--- src/rtl/cell_scan_ctrl.sv ---
// cell_scan_ctrl: 16x4-bit cell bank with valid/ready writes, prescaled scan index, sequential clear; optional CELL_LOCK_EN adds wr_err and write-locking
module cell_scan_ctrl #(
    parameter int         SCAN_DIV  = 4,
    parameter logic [3:0] CLEAR_VAL = 4'h0
) (
    input  logic       clk,
    input  logic       rst,
    input  logic       scan_en,
    input  logic       clr,
    input  logic       wr_valid,
    output logic       wr_ready,
    input  logic [3:0] wr_addr,
    input  logic [3:0] wr_data,
    output logic [7:0] counter,
    output logic [3:0] c1,
    output logic [3:0] c2,
    output logic [3:0] c3,
    output logic [3:0] c4,
    output logic [3:0] c5,
    output logic [3:0] c6,
    output logic [3:0] c7,
    output logic [3:0] c8,
    output logic [3:0] c9,
    output logic [3:0] c10,
    output logic [3:0] c11,
    output logic [3:0] c12,
    output logic [3:0] c13,
    output logic [3:0] c14,
    output logic [3:0] c15,
    output logic [3:0] c16,
`ifdef CELL_LOCK_EN
    output logic       wr_err,
`endif
    output logic       frame_done
);
    typedef enum logic [1:0] {IDLE, SCAN, CLEAR} state_t;
    state_t     r_state, w_next;
    logic [3:0] r_cell [16];
    logic [3:0] r_cnt, r_clr_idx;
    logic [7:0] r_pre;
    logic       r_frame;
    logic       w_run, w_tc, w_acc, w_wr;
    assign wr_ready = !rst && r_state != CLEAR && !clr;
    assign w_acc    = wr_valid && wr_ready;
    assign w_run    = r_state == SCAN && scan_en && !clr;
    assign w_tc     = r_pre == 8'(SCAN_DIV - 1);
`ifdef CELL_LOCK_EN
    logic r_err;
    logic w_locked;
    assign w_locked = r_cell[wr_addr] != CLEAR_VAL;
    assign w_wr     = w_acc && !w_locked;
    assign wr_err   = r_err;
    always_ff @(posedge clk or posedge rst)
        if (rst) r_err <= 1'b0;
        else     r_err <= w_acc && w_locked;
`else
    assign w_wr = w_acc;
`endif
    always_comb begin
        w_next = r_state;
        if (r_state == CLEAR)
            w_next = r_clr_idx == 4'd15 ? (scan_en ? SCAN : IDLE) : CLEAR;
        else
            w_next = clr ? CLEAR : scan_en ? SCAN : IDLE;
    end
    // r_clr_idx wraps 15->0 on the last clear cycle, so it is already 0 for the next CLEAR
    always_ff @(posedge clk or posedge rst) begin
        if (rst) begin
            r_state   <= IDLE;
            r_cnt     <= 4'd0;
            r_pre     <= 8'd0;
            r_clr_idx <= 4'd0;
            r_frame   <= 1'b0;
            for (int i = 0; i < 16; i++) r_cell[i] <= CLEAR_VAL;
        end else begin
            r_state <= w_next;
            r_frame <= w_run && w_tc && r_cnt == 4'd15;
            if (r_state == CLEAR) begin
                r_cell[r_clr_idx] <= CLEAR_VAL;
                r_clr_idx         <= r_clr_idx + 4'd1;
            end
            if (w_wr) r_cell[wr_addr] <= wr_data;
            if (w_run) begin
                r_pre <= w_tc ? 8'd0 : r_pre + 8'd1;
                if (w_tc) r_cnt <= r_cnt + 4'd1;
            end
        end
    end
    assign counter    = {4'd0, r_cnt};
    assign frame_done = r_frame;
    assign c1  = r_cell[0];
    assign c2  = r_cell[1];
    assign c3  = r_cell[2];
    assign c4  = r_cell[3];
    assign c5  = r_cell[4];
    assign c6  = r_cell[5];
    assign c7  = r_cell[6];
    assign c8  = r_cell[7];
    assign c9  = r_cell[8];
    assign c10 = r_cell[9];
    assign c11 = r_cell[10];
    assign c12 = r_cell[11];
    assign c13 = r_cell[12];
    assign c14 = r_cell[13];
    assign c15 = r_cell[14];
    assign c16 = r_cell[15];
endmodule

--- config.mk ---
export PLATFORM = sky130hd
export DESIGN_NAME = cell_scan_ctrl
export DESIGN_NICKNAME = d
export VERILOG_FILES = /design/src/rtl/cell_scan_ctrl.sv
export SDC_FILE = /design/constraint.sdc
export NUM_CORES = 1
export LEC_CHECK = 0
export CORE_MARGIN = 1
export CORE_UTILIZATION = 52
export CTS_BUF_LIST = sky130_fd_sc_hd__clkbuf_2
export DETAILED_ROUTE_END_ITERATION = 12
export PLACE_DENSITY = 0.82
export SKIP_CTS_REPAIR_TIMING = 1
export SLEW_MARGIN = 10
export SYNTH_ARGS = -nofsm -noshare
export SYNTH_HDL_FRONTEND = slang
export SYNTH_SLANG_ARGS = --single-unit
--- constraint.sdc ---
create_clock -name clk -period 2.9 [get_ports clk]
set_input_delay 0.435 -clock clk [delete_from_list [all_inputs] [get_ports clk]]
set_output_delay 0.435 -clock clk [all_outputs]
set_load 0.02 [all_outputs]
## Word level (Yosys, flattened, before mapping)

Index checks and enable logic that the tools add are counted.

- Bits in registers: 83
- Word-level logic and storage cells: 62

- $add $sub $neg: 3
- Reductions and logical operators: 12
- Multiplexer cells: 12
- Eq/ne operators: 6
- Order comparisons: 4
- Bitwise logic cells: 4

Operator list:

| cell | number |
|---|---|
| $mux 64 | 2 |
| $and 64x64->64 | 1 |
| $bwmux 64 | 1 |
| $not 64->64 | 1 |
| $demux 4 s4 | 2 |
| $ge 5x5->1 const B | 2 |
| $lt 5x1->1 const B | 2 |
| $not 4->5 | 2 |
| $logic_and 1x1->1 | 9 |
| $add 4x1->4 const B | 2 |
| $add 8x1->8 const B | 1 |
| $eq 4x4->1 const B | 2 |
| $eq 8x2->1 const B | 1 |
| $mux 4 | 2 |
| $mux 8 | 1 |
| $mux 2 | 3 |
| $eq 2x1->1 const B | 1 |
| $eq 2x2->1 const B | 1 |
| $logic_not 1->1 | 2 |
| $ne 2x2->1 const B | 1 |
| $reduce_and 2->1 | 1 |
| $mux 1 | 1 |

## Logic depth before layout (Yosys ltp)

Gate-level depths: netlist of run 1.

- Word-level depth: 10
- Gate-level depth with buffers: 6
- Mapped depth without buffers: 5

## Worst setup path before layout of run 1

OpenSTA, ideal clock, no wires.

- Kind: flip-flop to output port
- Start point: register r_state[1]
- End point: output wr_ready
- Slack: 1.390 ns
- Stages on the path, launching flop included: 3
- Data required time: 2.465 ns
- Arrival: 1.075 ns
- Buffers on the path: 0
- Path through: dfrtp_1 nor2b_1 nor3_1

- Cells in the longest elaborated chain, start to end: 3

Ends and longest elaborated chain:

| item | RTL line | RTL |
|---|---|---|
| start, declared | 37 | `state_t r_state, w_next;` |
| start signal, assigned | 76 | `r_state <= w_next;` |
| $ne 2x2->1 | 43 | `assign wr_ready = !rst && r_state != CLEAR && !clr;` |
| $logic_and 1x1->1 (2 in series) | 43 |  |
| end, declared | 11 | `output logic wr_ready,` |

No other way between the ends.

## Final worst setup path of run 1

Ends and elaborated chain as after synthesis.

==> results.tsv, run 1 <==
metric	value	unit
grt-ovfl-total	0	
worst_setup_path_start_kind	register	
dpl.hpwl	6350	microns
fin_cells	513	
clk_pin_slew_worst_paths	0.26	ns
io_pins	87	
cts_made_buffers	9	
critPathTopFamily	simple AND/OR/NAND/NOR gates	
ys_types	35	
setup_viol	0	
largest_reg_flops	8	
syn-instance-count	334	
grt_pass1_wl	15000	microns
drtAntennaViolNets	0	
fmax	0.384	GHz
final_cell_mix	83 x dfrtp_1, 82 x clkdlybuf4s50_1, 64 x mux2i_1	
yosysWarnings	0	
gp_congestion	0.767	
drc_errors	0	
drv_cap	0	
tns	0	ns
track_usage	25.6	%
vias	2982	
rr_worst_depth	3	
initial_utilization	53.9	%
synthMuxAreaShare	16.7	%
wl_per_cell	18.2	microns
crit_path_top_delay_cell	clkdlybuf4s50_1	
synth_xor_area_share	2.46	%
yosys_register_bits	83	
first_pass_iters	4	
timing.final.ws_setup	0.295	ns
die_w	88.7	microns
critPathMaxFanout	8	
slew_violations	0	
reg2reg_from	r_state[0]	
synthAdderAreaFrac	2.24	%
max_stage_delay	0.56	ns
worstPathArrival	2.17	ns
synth_compound_area_share	9.67	%
cts_buffer_depth	2	
yosys.area_share.simple	11.6	%
r2r-end	c7[1]	
worstSkewPairLatency	0.54	ns
rows	31	
post-place-ws	0.598	ns
tightest_slew	0.828	ns
grt_pass1_vias	2940	
cts.sinks	83	
required	2.47	ns
final_layout_size_suffix_gt1_share	7.49	%
max_slew_margin	44.8	%
ys_seq_area_share	53.1	%
drtIter0Drc	165	
root_buffer	clkbuf_2	
final_common_cell	dfrtp_1	
crit_type	register to output pin	
powerDensity	983	nW/um^2
grt_max_degree	67	
n_antenna_cell	0	
timing.hold.ws	0.244	ns
netlist_area	3910	sq um
cts_max_level	3	
area_growth	26.0	%
leakage	0.00249	uW
synth_top_family_by_area	multiplexers	
antenna_found_initial	0	
die_area	7870	sq um
fillers	591	
routed_via_density	5.81	
cts_tree	yes	
peakVddDrop	0.000481	V
crit_chain	nor2b_1 -> nor3_1 -> clkdlybuf4s50_1	
period_share	89.8	%
status	finished clean	
die_h	88.7	microns
hp-class	input port to asynchronous set/reset pin	
fin_crit	2.60	ns
crit_buf_inv	1	
nNetsFinal	429	
top_register	r_pre	
portBuffers	82	
avgSynthCellArea	11.7	sq um
place_inst	497	
final_util	67.9	%
drt_wl_total	9350	microns
ff2ff_setup_slack	0.89	ns
core	7250	sq um
rsz0062_at_grt	false	
endpoint_kind	output pin	
finClkSkew	0.0325	ns
hold_viol_final	0	
metrics by stage:
step | total power [uW] | cell area (sq um)
floorplan | 3080 | 3920
global placement | 4050 | 4780
detailed placement | 4140 | 4780
CTS | 4850 | 4920
global route | 5120 | 4920
finish | 4840 | 4920
power by group:
group	switching [uW]	leakage (uW)	internal [uW]	total [uW]
combinational	1290	0.00130	961	2260
clock	428	0.0000833	293	721
sequential	285	0.00111	1580	1860
metal layers:
metal	track usage, %	share of wire [%]	vias up
met5	0	0	-
li1	-	-	1351
met4	8.65	1.3	0
met3	3.73	5.9	12
met2	42.2	48	101
met1	35.0	44	1518
cells by family after synthesis:
kind of cell	count (synthesis)
mux	65
simple gates	62
xor+xnor	11
fa+ha+maj	7
compound gates	71
flops	83
buf+inv	34
other cells	1
cell type report:
type | instances | area, sq um | share of cell area [%]
sequential | 83 | 2080 | 42.2
multi-input combinational | 220 | 1680 | 34.2
timing repair buffer | 86 | 863 | 17.5
tap | 99 | 124 | 2.52
clock inverter | 7 | 98.8 | 2.01
clock buffer | 9 | 45.0 | 0.915
inverter | 9 | 33.8 | 0.686
cell usage after synthesis:
library cell / instances / area, sq um
o21ai_0: 63 / 315
nand2_1: 5 / 18.8
a21o_1: 1 / 7.51
xnor2_1: 11 / 96.3
nand4_2: 6 / 75.1
a211oi_1: 1 / 7.51
and4bb_2: 1 / 12.5
nor3b_1: 3 / 22.5
nand4bb_1: 1 / 11.3
nand3b_1: 4 / 30.0
and3b_1: 3 / 26.3
and3_1: 3 / 18.8
nor2_1: 1 / 3.75
nand4_1: 13 / 81.3
nor2_2: 1 / 6.26
ha_1: 7 / 87.6
and4_1: 3 / 26.3
o31ai_1: 4 / 30.0
mux2i_1: 64 / 641
and2_1: 2 / 12.5
a211o_1: 1 / 8.76
conb_1: 1 / 3.75
o22a_1: 1 / 8.76
buf_2: 3 / 15.0
nor4b_4: 1 / 23.8
nand2b_1: 3 / 18.8
nor3_1: 3 / 15.0
buf_4: 8 / 60.1
dfrtp_1: 83 / 2080
or2_1: 1 / 6.26
clkbuf_1: 14 / 52.6
mux2_2: 1 / 11.3
inv_1: 9 / 33.8
nand3_1: 5 / 25.0
nor2b_1: 3 / 18.8
how the worst max path moves through the flow:
stage                     startpoint       end  slack, ns  cells past startpoint
final                     r_state[1]  wr_ready       0.30                      3
after global routing      r_state[1]  wr_ready       0.14                      3
after CTS                 r_state[1]  wr_ready       0.27                      3
after detailed placement         clr     c8[0]       0.60                      4
after global placement           clr     c7[0]       0.61                      4
after floorplan                  rst    c10[0]       0.33                      1
Power figures use the tool's default switching activity.
==> run 2: changes to the inputs <==
- CAP_MARGIN: unset -> 10
==> results of run 2 <==
The final DEF is identical to that of run 1; final timing and power are the same.
==> run 3: changes to the inputs <==
- CORE_MARGIN: 1 -> unset
==> results of run 3 <==
The final DEF is identical to that of run 1; final timing and power are the same.
==> patch 1, RTL diff (config.mk and constraints of run 2) <==
The option `CELL_LOCK_EN` is turned on by a define.
--- a/src/rtl/cell_scan_ctrl.sv
+++ b/src/rtl/cell_scan_ctrl.sv
@@ -1,3 +1,5 @@
 // cell_scan_ctrl: 16x4-bit cell bank with valid/ready writes, prescaled scan index, sequential clear; optional CELL_LOCK_EN adds wr_err and write-locking
+`define CELL_LOCK_EN
+
 module cell_scan_ctrl #(
     parameter int         SCAN_DIV  = 4,
Behaviour (old outputs only; new: wr_err): not the same (Yosys sat finds a counterexample within 4 cycles, from zero or initial values and one cycle with rst high).
==> patch 1 against run 2 <==
Final area rose by 7.1%. Core utilization barely moved. Highest routed layer unchanged. Non-clock buffer count rose by 15. Synthesized cell count rose by 17%. Synthesized area rose by 7.5%. Wire length rose by 15%. Count of clock-buffer cells in the layout rose by 1. Critical endpoint unchanged. Sequential cell count rose by 1. Clock power fell by 21%. Total power rose by 7.6%. Worst setup slack improved by 120 ps. Clock skew fell by 9.0 ps. Largest cell class unchanged.
==> patch 1: results <==
set metrics [dict create \
    netlist_top_cells_area "dfrtp_1, o31ai_1, nand2_1, o31ai_2, nand3_1" \
    hpwl_mm 8.01 \
    ys_types 49 \
    r2r_slack_ps 810 \
    r2r_start "c2[0]$_DFF_PP0_" \
    worstPathMaxFanout 22 \
    ys_seq_area_share_pct 50.0 \
    synth-xor-area-share_pct 2.50 \
    grt_usage_pct 27.7 \
    drive_above_1_share_pct 13.8 \
    grt_pass1_wl_mm 18.0 \
    portBuffers 83 \
    async_flop_share_pct 100 \
    crit_path_top_delay_cell "clkdlybuf4s50_1" \
    synth_fa_ha_area_share_pct 1.79 \
    maxSlewHeadroom_pct 32.8 \
    status "finished, final reports clean" \
    fmax_ghz 0.403 \
    fin_nets 499 \
    syn_inst 391 \
    placed_area_um2 5170 \
    synth_compound_area_share_pct 18.9 \
    hold_slack_ps 469 \
    clk_path_buf_depth 2 \
    grt_max_degree 85 \
    reg2reg_to "c4[0]$_DFF_PP0_" \
    dp.cells 571 \
    reg2regPathDepth 6 \
    worstHoldStart "scan_en" \
    synth_common_cells "nand2_1, dfrtp_1, o31ai_1" \
    slowest_delay_ps 630 \
    p_switching_w 0.00224 \
    power.static_leakage_nw 2.20 \
    largest_reg_flops 8 \
    path_delay_family "buffers and inverters" \
    vdd_ir_drop_max_v 0.000448 \
    skew_ps 23.5 \
    yosys-mux-area-fraction_pct 3.75 \
    first_iter_violations 258 \
    vias 3522 \
    drt_wl_total_mm 10.8 \
    n_antenna_cell 0 \
    hold_path.class "input pin to register" \
    clkTransAtPathRegs_ps 200 \
    grt_antenna_before_repair 0 \
    pre_cts_ws_ps 203 \
    instances_no_fill 586 \
    routabilityCongestion 0.882 \
    cp-endpoint "wr_ready" \
    clock_latency_ps 510 \
    drt_pass1_iterations 4 \
]
[patch 1: final cells by class]
cell class	instances	area, µm²
Fill cell	624	2490
Inverter	6	26.3
Tap cell	102	128
Clock inverter	5	53.8
Clock buffer	10	50.0
Multi-Input combinational cell	278	1900
Sequential cell	84	2100
Timing Repair Buffer	101	1020
[patch 1: power by group through the flow]
stage	sequential, W	clock [W]	combinational (W)
after floorplan	0.00236	0	0.00116
after detailed placement	0.00202	0	0.00264
after global routing	0.00205	0.000621	0.00284
final	0.00200	0.000573	0.00263
after global placement	0.00200	0	0.00257
after CTS	0.00199	0.000583	0.00264
[patch 1: layer usage]
metal	global-route usage, %	vias to the layer above	routed length [µm]	part of all wire [%]
li1	-	1601	-	-
met1	35.1	1722	4170	39
met2	45.8	160	5430	51
met3	4.15	39	731	6.8
met4	14.7	0	418	3.9
met5	0	-	0	0
==> patch 2, RTL diff (settings of run 2) <==
Without the edit above. Encoding of `state_t`: now one-hot (3 bits for 3 states).
--- a/src/rtl/cell_scan_ctrl.sv
+++ b/src/rtl/cell_scan_ctrl.sv
@@ -34,5 +34,5 @@
     output logic       frame_done
 );
-    typedef enum logic [1:0] {IDLE, SCAN, CLEAR} state_t;
+    typedef enum logic [2:0] {IDLE = 3'b001, SCAN = 3'b010, CLEAR = 3'b100} state_t;
     state_t     r_state, w_next;
     logic [3:0] r_cell [16];
Formal check against the unedited RTL: no difference found for any inputs over 10 cycles, from zero or initial values and one cycle with rst high; not proved beyond that.
==> patch 2 against run 2 <==
Final area grew 2.3%. Cell count rose by 0.97%. Sequential cell count up 1. Total power is 2.8% lower. Worst setup slack better by 190 ps. Wire length increased by 0.76%. Synthesized area up 3.0%. Highest routed layer unchanged.
==> patch 2: results <==
set metrics [dict create \
    clock_latency_ps 490 \
    power.static_leakage_nw 2.44 \
    dp.cells 503 \
    grt_pass1_vias 2939 \
    syn_inst 339 \
    r2r_start "r_state[0]$_DFF_PP1_" \
    grt_max_degree 35 \
    synth_compound_area_share_pct 9.01 \
    arrival_ps 1980 \
    status "finished, final reports clean" \
    cts_root_buf "clkbuf_2" \
    drive_above_1_share_pct 10.7 \
    crit_path_top_delay_cell "dfstp_2" \
    drt-vias-per-instance 5.74 \
    drt_pass1_iterations 5 \
    internal_power_w 0.00280 \
    synth_top_area_share_pct 51.6 \
    setup_ws_ps 483 \
    slowest_delay_ps 660 \
    reg2regPathDepth 3 \
    fillers 552 \
    grt_usage_pct 24.3 \
    skew_ps 14.6 \
    reg2reg_to "c4[0]$_DFF_PP0_" \
    clkTransAtPathRegs_ps 210 \
    r2r_slack_ps 820 \
    routabilityCongestion 0.824 \
    post_drt_wl_per_cell_um 18.2 \
    ys_seq_area_share_pct 52.3 \
    ys_types 40 \
    hold_slack_ps 403 \
    fin_nets 435 \
    synth-xor-area-share_pct 2.39 \
    drt_wl_total_mm 9.42 \
    yosys-mux-area-fraction_pct 16.9 \
    worstPathMaxFanout 9 \
    first_iter_violations 199 \
    hpwl_mm 6.51 \
    pre_cts_ws_ps 631 \
    vdd_ir_drop_max_v 0.000566 \
    synth_fa_ha_area_share_pct 2.18 \
    synth_common_cells "dfrtp_1, o21ai_0, mux2i_1" \
    netlist_top_cells_area "dfrtp_1, mux2i_1, o21ai_0, nand4_2, ha_1" \
    clk_path_buf_depth 2 \
    p_switching_w 0.00191 \
    n_antenna_cell 0 \
    worst_pin_slew_ps 738 \
    grt_pass1_wl_mm 15.4 \
    placed_area_um2 4910 \
    power_clock_w 0.000652 \
]
[patch 2: changes by cell type in the layout (fill, tap and decap cells not counted), moves of 4 or more]
cell      change
mux2_2        +6
and4_1        +4
o31ai_1       -4
mux2i_1       -4
nand4_2       +4
nand4_1       -7
a21boi_0      +4
[patch 2: final cells by class]
class | count | area (µm²) | area share (%)
sequential | 84 | 2100 | 41.8
multi-input combinational | 225 | 1780 | 35.4
timing repair buffer | 87 | 871 | 17.3
tap | 99 | 124 | 2.46
clock inverter | 6 | 80.1 | 1.59
clock buffer | 9 | 45.0 | 0.895
inverter | 8 | 30.0 | 0.596
[patch 2: layer usage]
| metal | wire length [µm] | global-route usage [%] |
|---|---|---|
| met1 | 4330 | 35.3 |
| met2 | 4500 | 37.4 |
| met3 | 451 | 3.38 |
| met4 | 138 | 8.74 |
| met5 | 0 | 0 |
[patch 2: critical path, delay by kind of cell (launching register included)]
family | cells | cell delay [ps]
flops | 1 | 660
simple gates | 2 | 200
buf+inv | 1 | 630
